[config.mk]
export PLATFORM = sky130hd
export DESIGN_NAME = bkm_step_stim
export DESIGN_NICKNAME = d
export VERILOG_FILES = /design/src/rtl/bkm_step_stim.sv
export SDC_FILE = /design/constraint.sdc
export NUM_CORES = 1
export LEC_CHECK = 0
export ABC_AREA = 1
export CAP_MARGIN = 15
export CORE_AREA = 2 2 341 343
export DETAILED_ROUTE_END_ITERATION = 7
export DIE_AREA = 0 0 343 345
export REMOVE_ABC_BUFFERS = 1
export SLEW_MARGIN = 20
export SYNTH_ARGS = -nofsm -noshare
export SYNTH_HDL_FRONTEND = slang
export SYNTH_SLANG_ARGS = --single-unit
[constraint.sdc]
create_clock -name clk -period 63.5 [get_ports clk]
set_clock_uncertainty 0.1 [all_clocks]
set_input_delay 6.35 -clock clk [delete_from_list [all_inputs] [get_ports clk]]
set_output_delay 6.35 -clock clk [all_outputs]
set_load 0.01 [all_outputs]
[src/rtl/bkm_step_stim.sv]
// bkm_step_stim: fetches packed vectors from a synchronous ROM, drives bkm_step and a LAT-aligned checker.
// Optional macro BKM_STIM_LOOP_EN: while start stays high, each finished pass restarts at rom_addr 0.
module bkm_step_stim #(
   parameter int WC    = 16,
   parameter int WD    = 64,
   parameter int LOG2N = 6,
   parameter int AW    = 10,
   parameter int LAT   = 1,
   localparam int VW   = 9 + LOG2N + 4*WC + 4*WD
) (
   input  logic             clk,
   input  logic             arst,
   input  logic             srst,
   input  logic             start,
   input  logic             pause,
   input  logic [AW:0]      num_vec,
   output logic [AW-1:0]    rom_addr,
   input  logic [VW-1:0]    rom_data,
   output logic             dut_valid,
   output logic             dut_mode,
   output logic [1:0]       dut_format,
   output logic [LOG2N-1:0] dut_n,
   output logic [1:0]       dut_d_x_n,
   output logic [1:0]       dut_d_y_n,
   output logic [WC-1:0]    dut_u_n,
   output logic [WC-1:0]    dut_v_n,
   output logic [WD-1:0]    dut_X_n,
   output logic [WD-1:0]    dut_Y_n,
   output logic             chk_enable,
   output logic             chk_mode,
   output logic [1:0]       chk_format,
   output logic [LOG2N-1:0] chk_n,
   output logic [1:0]       chk_d_x_n,
   output logic [1:0]       chk_d_y_n,
   output logic [WC-1:0]    chk_u_n,
   output logic [WC-1:0]    chk_v_n,
   output logic [WD-1:0]    chk_X_n,
   output logic [WD-1:0]    chk_Y_n,
   output logic [WC-1:0]    chk_u_np1,
   output logic [WC-1:0]    chk_v_np1,
   output logic [WD-1:0]    chk_X_np1,
   output logic [WD-1:0]    chk_Y_np1,
   output logic             busy,
   output logic             done,
   output logic [AW:0]      vec_cnt
);

   // Field order matches the ROM word; the two top bits of the word are spare.
   typedef struct packed {
      logic             mode;
      logic [1:0]       format;
      logic [LOG2N-1:0] n;
      logic [1:0]       d_x_n;
      logic [1:0]       d_y_n;
      logic [WC-1:0]    u_n;
      logic [WC-1:0]    v_n;
      logic [WC-1:0]    u_np1;
      logic [WC-1:0]    v_np1;
      logic [WD-1:0]    X_n;
      logic [WD-1:0]    Y_n;
      logic [WD-1:0]    X_np1;
      logic [WD-1:0]    Y_np1;
   } vec_t;

   typedef enum logic [1:0] {S_IDLE, S_RUN, S_DRAIN} state_t;

   state_t      state;
   logic        start_q;
   logic        issue_q;
   logic        pipe_busy;
   logic [AW:0] rem;
   vec_t        rom_vec;
   vec_t        dut_q;
   vec_t        chk_q;
   logic        unused_spare;
`ifdef BKM_STIM_LOOP_EN
   logic [AW:0] num_vec_q;
`endif

   assign rom_vec      = rom_data[VW-3:0];
   assign unused_spare = ^rom_data[VW-1:VW-2];

   // NOTE: sequential state uses non-blocking assignments only, so every register samples pre-edge values.
   always_ff @(posedge clk or posedge arst) begin
      if (arst) begin
         state    <= S_IDLE;
         start_q  <= 1'b0;
         issue_q  <= 1'b0;
         rem      <= '0;
         rom_addr <= '0;
         busy     <= 1'b0;
         done     <= 1'b0;
         vec_cnt  <= '0;
`ifdef BKM_STIM_LOOP_EN
         num_vec_q <= '0;
`endif
      end else if (srst) begin
         // start_q keeps tracking start so a level held across srst is not taken as a new edge
         state    <= S_IDLE;
         start_q  <= start;
         issue_q  <= 1'b0;
         rem      <= '0;
         rom_addr <= '0;
         busy     <= 1'b0;
         done     <= 1'b0;
         vec_cnt  <= '0;
`ifdef BKM_STIM_LOOP_EN
         num_vec_q <= '0;
`endif
      end else begin
         start_q <= start;
         issue_q <= 1'b0;
         done    <= 1'b0;
         if (chk_enable && vec_cnt != '1)
            vec_cnt <= vec_cnt + 1'b1;
         case (state)
            S_IDLE: begin
               if (start && !start_q) begin
                  rem      <= num_vec;
                  rom_addr <= '0;
                  vec_cnt  <= '0;
                  busy     <= 1'b1;
`ifdef BKM_STIM_LOOP_EN
                  num_vec_q <= num_vec;
`endif
                  state    <= (num_vec == '0) ? S_DRAIN : S_RUN;
               end
            end
            S_RUN: begin
               if (!pause) begin
                  issue_q  <= 1'b1;
                  rom_addr <= rom_addr + 1'b1;
                  rem      <= rem - 1'b1;
                  if (rem == (AW+1)'(1)) begin
`ifdef BKM_STIM_LOOP_EN
                     if (start) begin
                        rom_addr <= '0;
                        rem      <= num_vec_q;
                     end else begin
                        state <= S_DRAIN;
                     end
`else
                     state <= S_DRAIN;
`endif
                  end
               end
            end
            S_DRAIN: begin
               // Finish once only the checker stage can still hold a vector.
               if (!pipe_busy) begin
                  done  <= 1'b1;
                  busy  <= 1'b0;
                  state <= S_IDLE;
               end
            end
            default: state <= S_IDLE;
         endcase
      end
   end

   always_ff @(posedge clk or posedge arst) begin
      if (arst) begin
         dut_valid <= 1'b0;
         dut_q     <= '0;
      end else if (srst) begin
         dut_valid <= 1'b0;
         dut_q     <= '0;
      end else begin
         dut_valid <= issue_q;
         if (issue_q)
            dut_q <= rom_vec;
      end
   end

   generate
      if (LAT == 0) begin : g_no_delay
         assign chk_q      = dut_q;
         assign chk_enable = dut_valid;
         assign pipe_busy  = issue_q;
      end else begin : g_delay
         vec_t           dly_q [LAT];
         logic [LAT-1:0] dly_v;

         // NOTE: the delay line is a register array, yet it is reset so that chk_* read 0 after any reset.
         always_ff @(posedge clk or posedge arst) begin
            if (arst) begin
               dly_v <= '0;
               for (int i = 0; i < LAT; i++) dly_q[i] <= '0;
            end else if (srst) begin
               dly_v <= '0;
               for (int i = 0; i < LAT; i++) dly_q[i] <= '0;
            end else begin
               dly_v[0] <= dut_valid;
               dly_q[0] <= dut_q;
               for (int i = 1; i < LAT; i++) begin
                  dly_v[i] <= dly_v[i-1];
                  dly_q[i] <= dly_q[i-1];
               end
            end
         end

         assign chk_q      = dly_q[LAT-1];
         assign chk_enable = dly_v[LAT-1];
         if (LAT == 1) begin : g_one
            assign pipe_busy = issue_q | dut_valid;
         end else begin : g_many
            assign pipe_busy = issue_q | dut_valid | (|dly_v[LAT-2:0]);
         end
      end
   endgenerate

   assign dut_mode   = dut_q.mode;
   assign dut_format = dut_q.format;
   assign dut_n      = dut_q.n;
   assign dut_d_x_n  = dut_q.d_x_n;
   assign dut_d_y_n  = dut_q.d_y_n;
   assign dut_u_n    = dut_q.u_n;
   assign dut_v_n    = dut_q.v_n;
   assign dut_X_n    = dut_q.X_n;
   assign dut_Y_n    = dut_q.Y_n;

   assign chk_mode   = chk_q.mode;
   assign chk_format = chk_q.format;
   assign chk_n      = chk_q.n;
   assign chk_d_x_n  = chk_q.d_x_n;
   assign chk_d_y_n  = chk_q.d_y_n;
   assign chk_u_n    = chk_q.u_n;
   assign chk_v_n    = chk_q.v_n;
   assign chk_X_n    = chk_q.X_n;
   assign chk_Y_n    = chk_q.Y_n;
   assign chk_u_np1  = chk_q.u_np1;
   assign chk_v_np1  = chk_q.v_np1;
   assign chk_X_np1  = chk_q.X_np1;
   assign chk_Y_np1  = chk_q.Y_np1;

endmodule

==> metrics.yaml, run 1 <==
cp.required_ps: 64000
netlist_instances: 2621
htree_levels: 3
synth_cell_types: 32
dr.pass1.iters: 5
initial_core_util_pct: 22.9
async_reset_ff_share_pct: 100
setup_ws_ps: 53030
pwr-share-clk_pct: 42.5
p_leak_nw: 16.7
r2r_end: "dut_X_n[43]"
cp_slowest_cell: "buf_4"
io_pins: 882
placementRows: 125
hold_viol_final: 0
hp-class: "reg -> reg"
worstPathArrival_ps: 10980
wirelength_mm: 84.1
cts_tree: "done"
numPortBuffers: 879
power.switching_mw: 0.290
p_per_area_nw_per_um2: 29.2
rsz0062_at_grt: "false"
place_inst: 4758
first_iter_violations: 1111
worst_pin_slew_ps: 1000
pwr-share-seq_pct: 44.0
syn_to_final_growth_pct: 44.8
hold_end: "chk_Y_np1[60]"
period_minus_slack_ps: 10470
post-dp-hpwl_mm: 60.2
clockRootBuffer: "clkbuf_16"
synth_edf_count: 0
instances_no_fill: 4911
hp-start: "dut_q[60]"
drive_gt1_share_pct: 5.11
fin_tns_setup_ps: 0
reg2reg_from: "issue_q"
cp_cell_sequence: "clkdlybuf4s50_1, inv_8, buf_4, buf_4, buf_4, buf_4"
grt_pass1_vias: 19500
slew_headroom_pct: 33.3
grt_pass1_wl_mm: 125
hold_buffers: 0
fp.dieH_um: 345
core_um2: 115000
pwr-share-comb_pct: 13.5
post_cts.repair.setup_buffers: 0
yosys.area_share.simple_pct: 13.0
cp-end-kind: "async pin"
fin_nets: 3672
yosys_warnings: 0
syn_area_um2: 26300
dpl_worst_slack_ps: 52120
synth_ff_type: "dfrtp_1"
drtAntennaViolNets: 0
status: "completed"
cpPeakStageDelay_ps: 870
grt_start_max_net_pins: 126
die_w_um: 343
min_period_over_period_pct: 16.5
ys_seq_elements: 706
synth_seq_area_share_pct: 67.2
crit_start: "arst"
fmax_ghz: 0.0955
grt_overflow: 0
hold_slack_ps: 355
antenna_found_initial: 20
path_clk_slew_ps: 60
routedWlPerCell_um: 17.1
internal-power_mw: 0.824
cap_viol_max_count: 0
reg2reg_depth: 7
synth_top_family_by_area: "simple AND/OR/NAND/NOR gates"
vias_per_cell: 3.93
clk_latency_ps: 640
synth_fa_ha_area_share_pct: 0.190
cts_buffer_depth: 3
cts_resized: 0
min_path_cells: 2
die_area_um2: 118000
path_class: "in -> async"
cp_max_fo: 125
cts_made_buffers: 81
synth_xor_area_share_pct: 0.266
synth_mux_area_share_pct: 0
cts.sinks: 706
p_sw_share_pct: 26.0
cp_common_cell: "buf_4"
grtUsageTotal_pct: 13.9
slew_violations: 0
drcViolationCount: 0
routed-via-count: 19300
synth-compound-area-share_pct: 7.01
setup_viol: 0
ir_drop_uv: 24.7
regToRegSetupSlack_ps: 60240
start_kind: "input pin"
gp_congestion: 0.839
avgSynthCellArea_um2: 10.0
==> synth_stat cells (2+ instances only) <==
| cell type | instances | share of area (%) |
|---|---|---|
| buf_1 | 2 | 0.029 |
| nor2_2 | 2 | 0.048 |
| buf_4 | 175 | 5.0 |
| inv_1 | 369 | 5.3 |
| dfrtp_1 | 706 | 67 |
| xnor2_1 | 2 | 0.067 |
| nor3_1 | 4 | 0.076 |
| nand3_1 | 28 | 0.53 |
| buf_2 | 74 | 1.4 |
| inv_2 | 3 | 0.043 |
| nand4_1 | 7 | 0.17 |
| o21ai_0 | 354 | 6.7 |
| o21ai_1 | 4 | 0.076 |
| ha_1 | 4 | 0.19 |
| o22ai_1 | 4 | 0.095 |
| nand2_2 | 6 | 0.14 |
| inv_4 | 2 | 0.048 |
| nand2_1 | 428 | 6.1 |
| and3_1 | 2 | 0.048 |
| xor2_1 | 6 | 0.20 |
| nor2_1 | 391 | 5.6 |
| a21oi_1 | 4 | 0.076 |
| clkbuf_1 | 34 | 0.49 |
| buf_6 | 2 | 0.086 |
==> power groups by stage <==
| stage | sequential, mW | clock [mW] | combinational [mW] |
|---|---|---|---|
| after detailed placement | 0.498 | 0 | 0.153 |
| after CTS | 0.490 | 0.490 | 0.154 |
| after global routing | 0.493 | 0.509 | 0.168 |
| after global placement | 0.497 | 0 | 0.152 |
| after floorplan | 0.505 | 0 | 0.0593 |
| final | 0.490 | 0.473 | 0.151 |
==> state kept, by name, summed over array words and instances, names as in the netlist, 6 cells and up <==
signal and flops:
chk_u_n 16, dut_Y_n 64, chk_Y_n 64, dut_X_n 64, chk_Y_np1 64, chk_X_np1 64
dut_v_n 16, chk_v_np1 16, chk_X_n 64, chk_n 6, dut_n 6, chk_u_np1 16
dut_u_n 16, vec_cnt 11, dut_q 160, rom_addr 10, chk_v_n 16, rem 11
==> placed cells by master (no fill, tap or decap), drive strengths merged, types with 20 or more instances in the layout <==
cell type	Yosys	final
clkinv	0	20
buf	253	22
clkdlybuf4s50	0	878
o21ai	358	358
nand3	29	29
inv	374	376
clkbuf	34	118
dfrtp	706	706
nor2	395	395
nand2	436	436
==> layer usage <==
metal,track usage (%),vias up,routed length [um]
met5,0,-,63
met2,22.4,675,39400
li1,-,9158,-
met3,5.36,151,7840
met4,4.03,10,2170
met1,17.1,9328,34600
==> critical path, delay by kind of cell <==
family	cells	cell delay, ps
buffers and inverters	6	4410
==> area by class of cell <==
class	count	area, um2
clock buffers	118	2380
fillers	11800	77000
repair buffers	900	8960
clock inverters	31	347
well taps	1524	1910
multi-input cells	1254	5410
flip-flops and latches	706	17700
inverters	374	1420
diodes	4	10.0
==> stage by stage <==
step,power [mW],utilization (%),instance area (um2)
after CTS,1.13,33.1,38100
after global placement,0.650,30.7,35400
after global routing,1.17,33.1,38100
after floorplan,0.565,-,24500
after detailed placement,0.651,30.7,35400
final,1.11,33.1,38100
==> worst max path at each step <==
stage,endpoint,slack [ps]
global placement,chk_X_np1[55],52140
floorplan,busy,37250
CTS,chk_X_n[58],52820
global route,dut_format[1],52300
detailed placement,chk_X_np1[55],52120
finish,chk_v_np1[9],53030
==> logic make-up after synthesis <==
logic type,after synthesis
and+or+nand+nor,875
DFF,706
buffers and inverters,661
AOI/OAI and AO/OA,367
xor gates and xnor gates,8
adders and majority gates,4
Power figures use the tool's default switching activity.
==> inputs of run 2 (changes only) <==
==> constraint.sdc (replaced) <==
create_clock -name clk -period 9.75 [get_ports clk]
set_clock_uncertainty 0.1 [all_clocks]
set_input_delay 0.975 -clock clk [delete_from_list [all_inputs] [get_ports clk]]
set_output_delay 0.975 -clock clk [all_outputs]
set_load 0.01 [all_outputs]
==> run 2 against run 1 <==
Net effect: largest cell class unchanged; sequential power grew to 6.5 times the previous value; highest routed layer unchanged; cell count is essentially flat; sequential share of layout area shrank 0.15 points; largest power group unchanged; utilization grew 0.11 points; hold slack lost 5.9 ps; setup slack lost 46000 ps; flip-flop and latch count is the same.
==> metrics.yaml, run 2 (synthesized netlist as in run 1, its figures left out) <==
gp_congestion: 0.841  # +0.25%
cp_max_fo: 116  # -7.2%
r2r_end: "dut_q[39]"
p_leak_nw: 16.7  # about the same
cap_viol_max_count: 0  # unchanged
numPortBuffers: 879  # unchanged
die_area_um2: 118000  # unchanged
fin_tns_setup_ps: 0  # unchanged
cts_buffer_depth: 3  # unchanged
post-dp-hpwl_mm: 60.2  # about the same
grt_pass1_wl_mm: 126  # +1.1%
placementRows: 125  # unchanged
slew_violations: 0  # unchanged
hold_buffers: 0  # unchanged
clk_latency_ps: 640  # about the same
worstPathArrival_ps: 3430  # -7550 ps
routedWlPerCell_um: 17.3  # +0.95%
vias_per_cell: 3.93  # about the same
io_pins: 882  # unchanged
regToRegSetupSlack_ps: 7160  # -53080 ps
reg2reg_from: "issue_q"
regMostFlops: "dut_q"
first_iter_violations: 971  # -13%
p_per_area_nw_per_um2: 193  # +560%
cts.sinks: 706  # unchanged
rsz0062_at_grt: "false"
status: "completed"
drtAntennaViolNets: 0  # unchanged
core_um2: 115000  # unchanged
largest_reg_flops: 160  # unchanged
final_common_cell: "clkdlybuf4s50_1"
reg2reg_depth: 6  # -1
fp.dieH_um: 345  # unchanged
initial_core_util_pct: 22.9  # unchanged
fillers: 11800  # +0.13%
path_class: "in -> reg"
die_w_um: 343  # unchanged
crit_start: "srst"
hp-class: "reg -> reg"
wirelength_mm: 84.9  # +0.93%
htree_levels: 3  # unchanged
grt_overflow: 0  # unchanged
hold_viol_final: 0  # unchanged
drcViolationCount: 0  # unchanged
path_clk_slew_ps: 60  # about the same
cp.required_ps: 10110  # -53890 ps
antenna_found_initial: 26  # +30%
dpl_cell_area_um2: 35400  # about the same
dr.pass1.iters: 5  # unchanged
finish.instance_area_um2: 38200  # +0.32%
clockRootBuffer: "clkbuf_16"
setup_viol: 0  # unchanged
slew_headroom_pct: 27.7  # -5.7 points
drive_gt1_share_pct: 5.07  # -0.043 points
grt_pass1_vias: 19600  # +0.59%
layout_common_cells: "clkdlybuf4s50_1, dfrtp_1, nand2_1"
cts_resized: 0  # unchanged
grt_start_max_net_pins: 170  # +35%
fin_nets: 3668  # -0.11%
hp-start: "dut_q[33]"
cts_tree: "done"
worst_pin_slew_ps: 1090  # +84.9 ps
start_kind: "input pin"
cp-end-kind: "flip-flop"
routed-via-count: 19300  # -0.11%
post_cts.repair.setup_buffers: 0  # unchanged
grtUsageTotal_pct: 14.1  # +0.19 points
syn_to_final_growth_pct: 45.3
min_period_over_period_pct: 31.5
endpoint: "dut_X_n[56]"
period_minus_slack_ps: 3070
cts_made_buffers: 80  # -1.2%
ir_drop_uv: 134  # +440%
fmax_ghz: 0.326
## run 2: cell count changes in the layout (fill, tap and decap cells not counted), moves of 2 or more
cell / delta
diode_2: +10
bufinv_16: +8
buf_12: +4
buf_4: -8
clkbuf_1: -9
clkbuf_8: -12
inv_6: +2
clkinvlp_4: +6
clkbuf_16: -3
clkinv_8: -2
## run 2: layout make-up
| type | instances | area, um2 | area share [%] |
|---|---|---|---|
| clock inverter | 47 | 671 | 1.75 |
| sequential | 706 | 17700 | 46.2 |
| timing repair buffer | 897 | 9010 | 23.6 |
| multi-input combinational | 1254 | 5410 | 14.1 |
| tap | 1524 | 1910 | 4.99 |
| clock buffer | 94 | 2100 | 5.51 |
| inverter | 374 | 1420 | 3.71 |
| antenna | 14 | 35.0 | 0.0917 |
## run 2: worst min path at each step
stage	to	cells after the start
4_1_cts	chk_Y_np1[33]	2
6_report	chk_Y_np1[33]	2
5_1_grt	chk_X_np1[52]	2
3_5_place_dp	chk_X_np1[36]	2
2_1_floorplan	chk_X_np1[0]	2
3_3_place_gp	chk_X_np1[55]	2
## run 2: layer usage
metal,wire [um],vias to the layer above,share of wire (%),GRT usage [%]
li1,-,9139,-,-
met1,34400,9290,40,16.9
met2,39600,703,47,22.6
met3,8080,161,9.5,5.32
met4,2850,8,3.4,5.70
met5,51,-,0.060,0
## run 2: metrics by stage
stage                     hold WS (ps)  utilization (%)  cells  power, mW  setup slack (ps)
after floorplan                    343                -   2334       3.68            -11130
after global placement             345             30.7   4754       4.24              5940
after detailed placement           353             30.7   4754       4.24              5920
after CTS                          353             33.1   4895       7.49              6620
after global routing               388             33.2   4905       7.72              6410
final                              349             33.2   4910       7.36              6680
## run 2: critical path, stage by stage
cell,delay [ps]
buf_8,440
inv_2,260
nand2_8,550
buf_4,750
o21ai_0,190
## run 2: power breakdown
part,internal (mW),switching (mW)
sequential,3.11,0.0858
clock,1.91,1.28
combinational,0.430,0.553
==> inputs of run 3 (changes only) <==
==> constraint.sdc (replaced) <==
create_clock -name clk -period 2.6 [get_ports clk]
set_clock_uncertainty 0.1 [all_clocks]
set_input_delay 0.26 -clock clk [delete_from_list [all_inputs] [get_ports clk]]
set_output_delay 0.26 -clock clk [all_outputs]
set_load 0.01 [all_outputs]
==> run 3 against run 2 <==
Net effect: design area rose by 0.82%; die area unchanged; count of clock-buffer cells in the layout rose by 24; power rose to 3.7 times the previous value; routed wire length is 1.2% higher; non-clock buffer count grew 30; sequential share of layout area down 0.38 points; largest power group unchanged; highest routed layer unchanged.
==> metrics.yaml, run 3 (synthesized netlist as in run 1, its figures left out) <==
place_inst: 4782  # +0.59%
fmax_ghz: 0.456
fin_util_pct: 33.5  # +0.27 points
antenna_found_initial: 26  # unchanged
status: "completed"
grt_start_max_net_pins: 144  # -15%
syn_to_final_growth_pct: 46.4
cts.sinks: 706  # unchanged
cp_max_fo: 1  # -99%
min_period_over_period_pct: 84.4
drtAntennaViolNets: 0  # unchanged
dpl_worst_slack_ps: 642  # -5280 ps
die_area_um2: 118000  # unchanged
vias_per_cell: 3.93  # about the same
htree_levels: 3  # unchanged
grt_pass1_wl_mm: 128  # +1.7%
die_w_um: 343  # unchanged
cp_slowest_cell: "clkdlybuf4s50_1"
setup_viol: 0  # unchanged
start_kind: "flip-flop"
fin_nets: 3698  # +0.82%
final_common_cell: "clkdlybuf4s50_1"
ir_drop_uv: 519  # +290%
p_leak_nw: 16.9  # +1.1%
hp-class: "in -> reg"
p_per_area_nw_per_um2: 703  # +270%
post_cts.repair.setup_buffers: 0  # unchanged
worst_pin_slew_ps: 970  # -116 ps
instances_no_fill: 4929  # +0.39%
fillers: 11800  # -0.085%
clockRootBuffer: "clkbuf_16"
period_minus_slack_ps: 2190
finalPower_mw: 27.1  # +270%
cp.buffers_inverters: 1  # -2
rsz0062_at_grt: "false"
drcViolationCount: 0  # unchanged
routedWlPerCell_um: 17.4  # +0.81%
wirelength_mm: 85.9  # +1.2%
initial_core_util_pct: 22.9  # unchanged
io_pins: 882  # unchanged
grtUsageTotal_pct: 14.3  # +0.25 points
grt_overflow: 0  # unchanged
cp-end-kind: "output pin"
path_class: "reg -> out"
setup_ws_ps: 406  # -6280 ps
layout_common_cells: "clkdlybuf4s50_1, dfrtp_1, nand2_1"
hold_slack_ps: 69.4  # -279 ps
fp.dieH_um: 345  # unchanged
slew_headroom_pct: 35.4  # +7.7 points
post-dp-hpwl_mm: 62.4  # +3.7%
grt_pass1_vias: 19900  # +1.4%
numPortBuffers: 879  # unchanged
largest_reg_flops: 160  # unchanged
cap_viol_max_count: 0  # unchanged
dr.pass1.iters: 5  # unchanged
critical-path-top-delay-family: "buffers and inverters"
cpPeakStageDelay_ps: 780  # +30 ps
core_um2: 115000  # unchanged
worstPathArrival_ps: 1830  # -1600 ps
cts_buffer_depth: 3  # unchanged
fin_tns_setup_ps: 0  # unchanged
clk_latency_ps: 650  # about the same
path_clk_slew_ps: 60  # about the same
hold_viol_final: 0  # unchanged
cts_made_buffers: 80  # unchanged
finish.instance_area_um2: 38500  # +0.82%
cp.required_ps: 2240  # -7870 ps
gp_congestion: 0.830  # -1.3%
placementRows: 125  # unchanged
cp_cell_sequence: "clkdlybuf4s50_1"
regMostFlops: "dut_q"
cts_tree: "done"
drive_gt1_share_pct: 5.64  # +0.57 points
routed-via-count: 19400  # +0.36%
slew_violations: 0  # unchanged
first_iter_violations: 963  # -0.82%
dpl_cell_area_um2: 35800  # +1.3%
run 3: cell types whose count changed in the layout (fill, tap and decap cells not counted), moves of 5 or more:
cell	before	now
clkbuf_1	9	15
bufinv_16	13	2
buf_12	4	23
clkinv_2	14	8
clkinvlp_4	10	5
diode_2	14	3
clkbuf_8	5	22
buf_4	13	22
run 3: cell type report:
| class | count | area [um2] | share of cell area [%] |
|---|---|---|---|
| timing repair buffer | 927 | 9460 | 24.6 |
| sequential | 706 | 17700 | 45.9 |
| multi-input combinational | 1254 | 5410 | 14.0 |
| antenna | 3 | 7.51 | 0.0195 |
| inverter | 374 | 1420 | 3.68 |
| clock inverter | 23 | 280 | 0.727 |
| clock buffer | 118 | 2390 | 6.19 |
| tap | 1524 | 1910 | 4.95 |
run 3: repair_timing:
| item | in CTS | in global routing |
|---|---|---|
| endpoints found under the hold margin | 40 | 0 |
| endpoints found under the setup margin | 0 | 0 |
| hold buffers | 3 | 0 |
| resized for setup | 0 | 0 |
run 3: final timing paths:
| check | startpoint | end | slack, ps | depth (start not counted) |
|---|---|---|---|---|
| min in group asynchronous | arst | rom_addr[0] | 490 | 3 |
| hold / removal | rom_data[57] | dut_q[57] | 70 | 3 |
| setup reg to reg | vec_cnt[0] | vec_cnt[4] | 720 | 8 |
| hold reg to reg | dut_q[285] | chk_u_np1[13] | 360 | 2 |
| max in group asynchronous | arst | chk_u_n[9] | 1060 | 5 |
| setup / recovery | chk_X_n[24] | chk_X_n[24] | 410 | 1 |
run 3: layer usage:
metal / vias to the layer above / wire length (um) / global-route usage (%)
met4: 14 / 2090 / 4.40
li1: 9189 / - / -
met5: - / 82 / 0
met3: 144 / 7770 / 5.05
met1: 9345 / 35100 / 17.6
met2: 678 / 40900 / 23.5
run 3: power breakdown:
group / internal [mW] / total, mW / switching [mW]
Sequential: 11.7 / 12.0 / 0.324
Combinational: 1.70 / 3.80 / 2.10
Clock: 6.61 / 11.3 / 4.70
==> patch, RTL diff (settings of run 3) <==
The 3 states of `state_t` get a one-hot encoding in 3 bits.
--- a/src/rtl/bkm_step_stim.sv
+++ b/src/rtl/bkm_step_stim.sv
@@ -63,5 +63,5 @@
    } vec_t;
 
-   typedef enum logic [1:0] {S_IDLE, S_RUN, S_DRAIN} state_t;
+   typedef enum logic [2:0] {S_IDLE = 3'b001, S_RUN = 3'b010, S_DRAIN = 3'b100} state_t;
 
    state_t      state;
Function: no difference found for any inputs over 4 cycles, from zero or initial values and one cycle with arst high; so few cycles prove little.
==> patch against run 3 <==
- largest cell class unchanged
- critical path depth unchanged
- final cell count increased by 1.7%
- final area increased by 0.90%
- critical path type unchanged
- sequential cell count increased by 1
- hold slack improved by 0.0020 ns
- routed wire length increased by 1.2%
- register-to-register slack improved by 0.02 ns
- power decreased by 6.4%
- setup slack improved by 0.047 ns
- sequential share of layout area decreased by 0.34 points
- die area unchanged
- count of clock-buffer cells in the layout decreased by 5
- area after synthesis increased by 1.1%
==> patch: results (changes against run 3) <==
metric	value	unit	change
cp_max_fo	8		+7
fin_nets	3783		+2.3%
status	finished clean		
synthXorXnorAreaFrac	0.1646	%	-0.10 points
ys.flop_type	dfrtp_1		
yosys-mux-area-fraction	0	%	unchanged
post_drt_wl_per_cell	17.35	um	-0.48%
final_cells	5014		+1.7%
drt_iter0_markers	1051		+9.1%
maxSlewHeadroom	49.97	%	+15 points
drive_gt1_share	6.739	%	+1.1 points
track_usage	14.40	%	+0.083 points
r2r_cells	5		-3
ys_seq_area_share	66.50	%	-0.65 points
grt_pass1_vias	20340		+2.1%
r2r_setup_slack	0.74	ns	+0.02 ns
regToRegEndpoint	dut_Y_n[6]$_DFFE_PP0P_		
slowest_delay	0.64	ns	-0.14 ns
placedCellCount	4867		+1.8%
ir_worst_vdd	0.5149	mV	-0.72%
synthCells	2675		+2.1%
leakage	17.14	nW	+1.2%
cts_inserted_buffers	80		unchanged
worst_skew_pair.late_latency	0.64	ns	
yosys.area_share.adder	0.1881	%	-0.0021 points
yosysUniqueCellTypes	34		+6.3%
hold_start	rom_data[105]		
fill_cells	11700		-0.51%
dp_hpwl	64790	um	+3.9%
place_congestion	0.8507		+2.5%
arrival	1.79	ns	-0.04 ns
grt_max_degree	115		-20%
worstReg2RegStart	issue_q$_DFF_PP0_		
synth_compound_area_share	7.017	%	about the same
dpl-instance-area	0.03627	mm2	+1.3%
grt_pass1_wl	129400	um	+0.86%
worstHoldEndpoint	dut_q[105]$_DFFE_PP0P_		
vias_per_cell	3.957		+0.70%
synthTopCellsByArea	dfrtp_1 66%, nand2_1 6.5%, nor2_1 5.5%, inv_1 5.4%, o21ai_0 5.3%		
hold_ws	0.07133	ns	+0.001952 ns
netlist_top_cells_count	706 x dfrtp_1, 462 x nand2_1, 388 x nor2_1		
-- patch: changes by cell type after synthesis, sizes merged, moves of 2 or more --
cell	delta
clkbuf	-18
nor3	-3
xor2	-3
and3	-2
o21ai	+4
nand2	+31
inv	+16
or2	+2
nor2	+2
nand3	+8
buf	+18
o22ai	-4
-- patch: through the flow --
step / util [%] / setup WS [ns]
2_1_floorplan: - / -17.59
3_3_place_gp: 31.51 / 0.6538
3_5_place_dp: 31.51 / 0.6585
4_1_cts: 33.77 / 0.3680
5_1_grt: 33.77 / 0.3516
6_report: 33.77 / 0.4523
-- patch: kinds of logic (layout without fill, tap and decap cells) --
| kind of cell | Yosys count | after routing |
|---|---|---|
| simple gates | 913 | 913 |
| buf+inv | 677 | 1489 |
| fa+ha+maj | 4 | 4 |
| xor+xnor | 5 | 5 |
| compound gates | 369 | 369 |
| flops | 707 | 707 |
| other cells | 0 | 3 |
-- patch: report_power, final --
part           total [mW]  switching [mW]  internal, mW
registers            11.5           0.182          11.3
clock network        11.0            4.62          6.41
logic                2.82            1.60          1.22
-- patch: metal layers --
metal  vias up  wire length, um  track usage, %
met5         -                0               0
met1      9649            35800           17.59
li1       9405                -               -
met3       131             6774           4.200
met4         0             1931           4.269
met2       656            42470           24.44
-- patch: area by class of cell --
type | instances | share of cell area, %
diodes | 3 | 0.01931
multi-input cells | 1291 | 14.36
flip-flops and latches | 707 | 45.51
clock inverters | 28 | 0.7692
inverters | 390 | 3.798
well taps | 1524 | 4.905
clock buffers | 113 | 5.829
repair buffers | 958 | 24.80
-- patch: worst max-delay path by stage --
stage / end / depth (start not counted) / from
after detailed placement: rom_addr[6]$_DFFE_PP0P_ / 9 / pause
after CTS: vec_cnt[0] / 1 / vec_cnt[0]$_DFF_PP0_
final: rom_addr[5] / 1 / rom_addr[5]$_DFFE_PP0P_
after floorplan: busy$_DFFE_PP0P_ / 1 / arst
after global placement: rom_addr[1]$_DFFE_PP0P_ / 9 / pause
after global routing: vec_cnt[0] / 1 / vec_cnt[0]$_DFF_PP0_
-- patch: repair_timing --
item / 4_1_cts / 5_1_grt
resized for setup: 0 / 0
endpoints found under the hold margin: 49 / 0
hold buffers: 3 / 0
setup endpoints to repair: 0 / 0
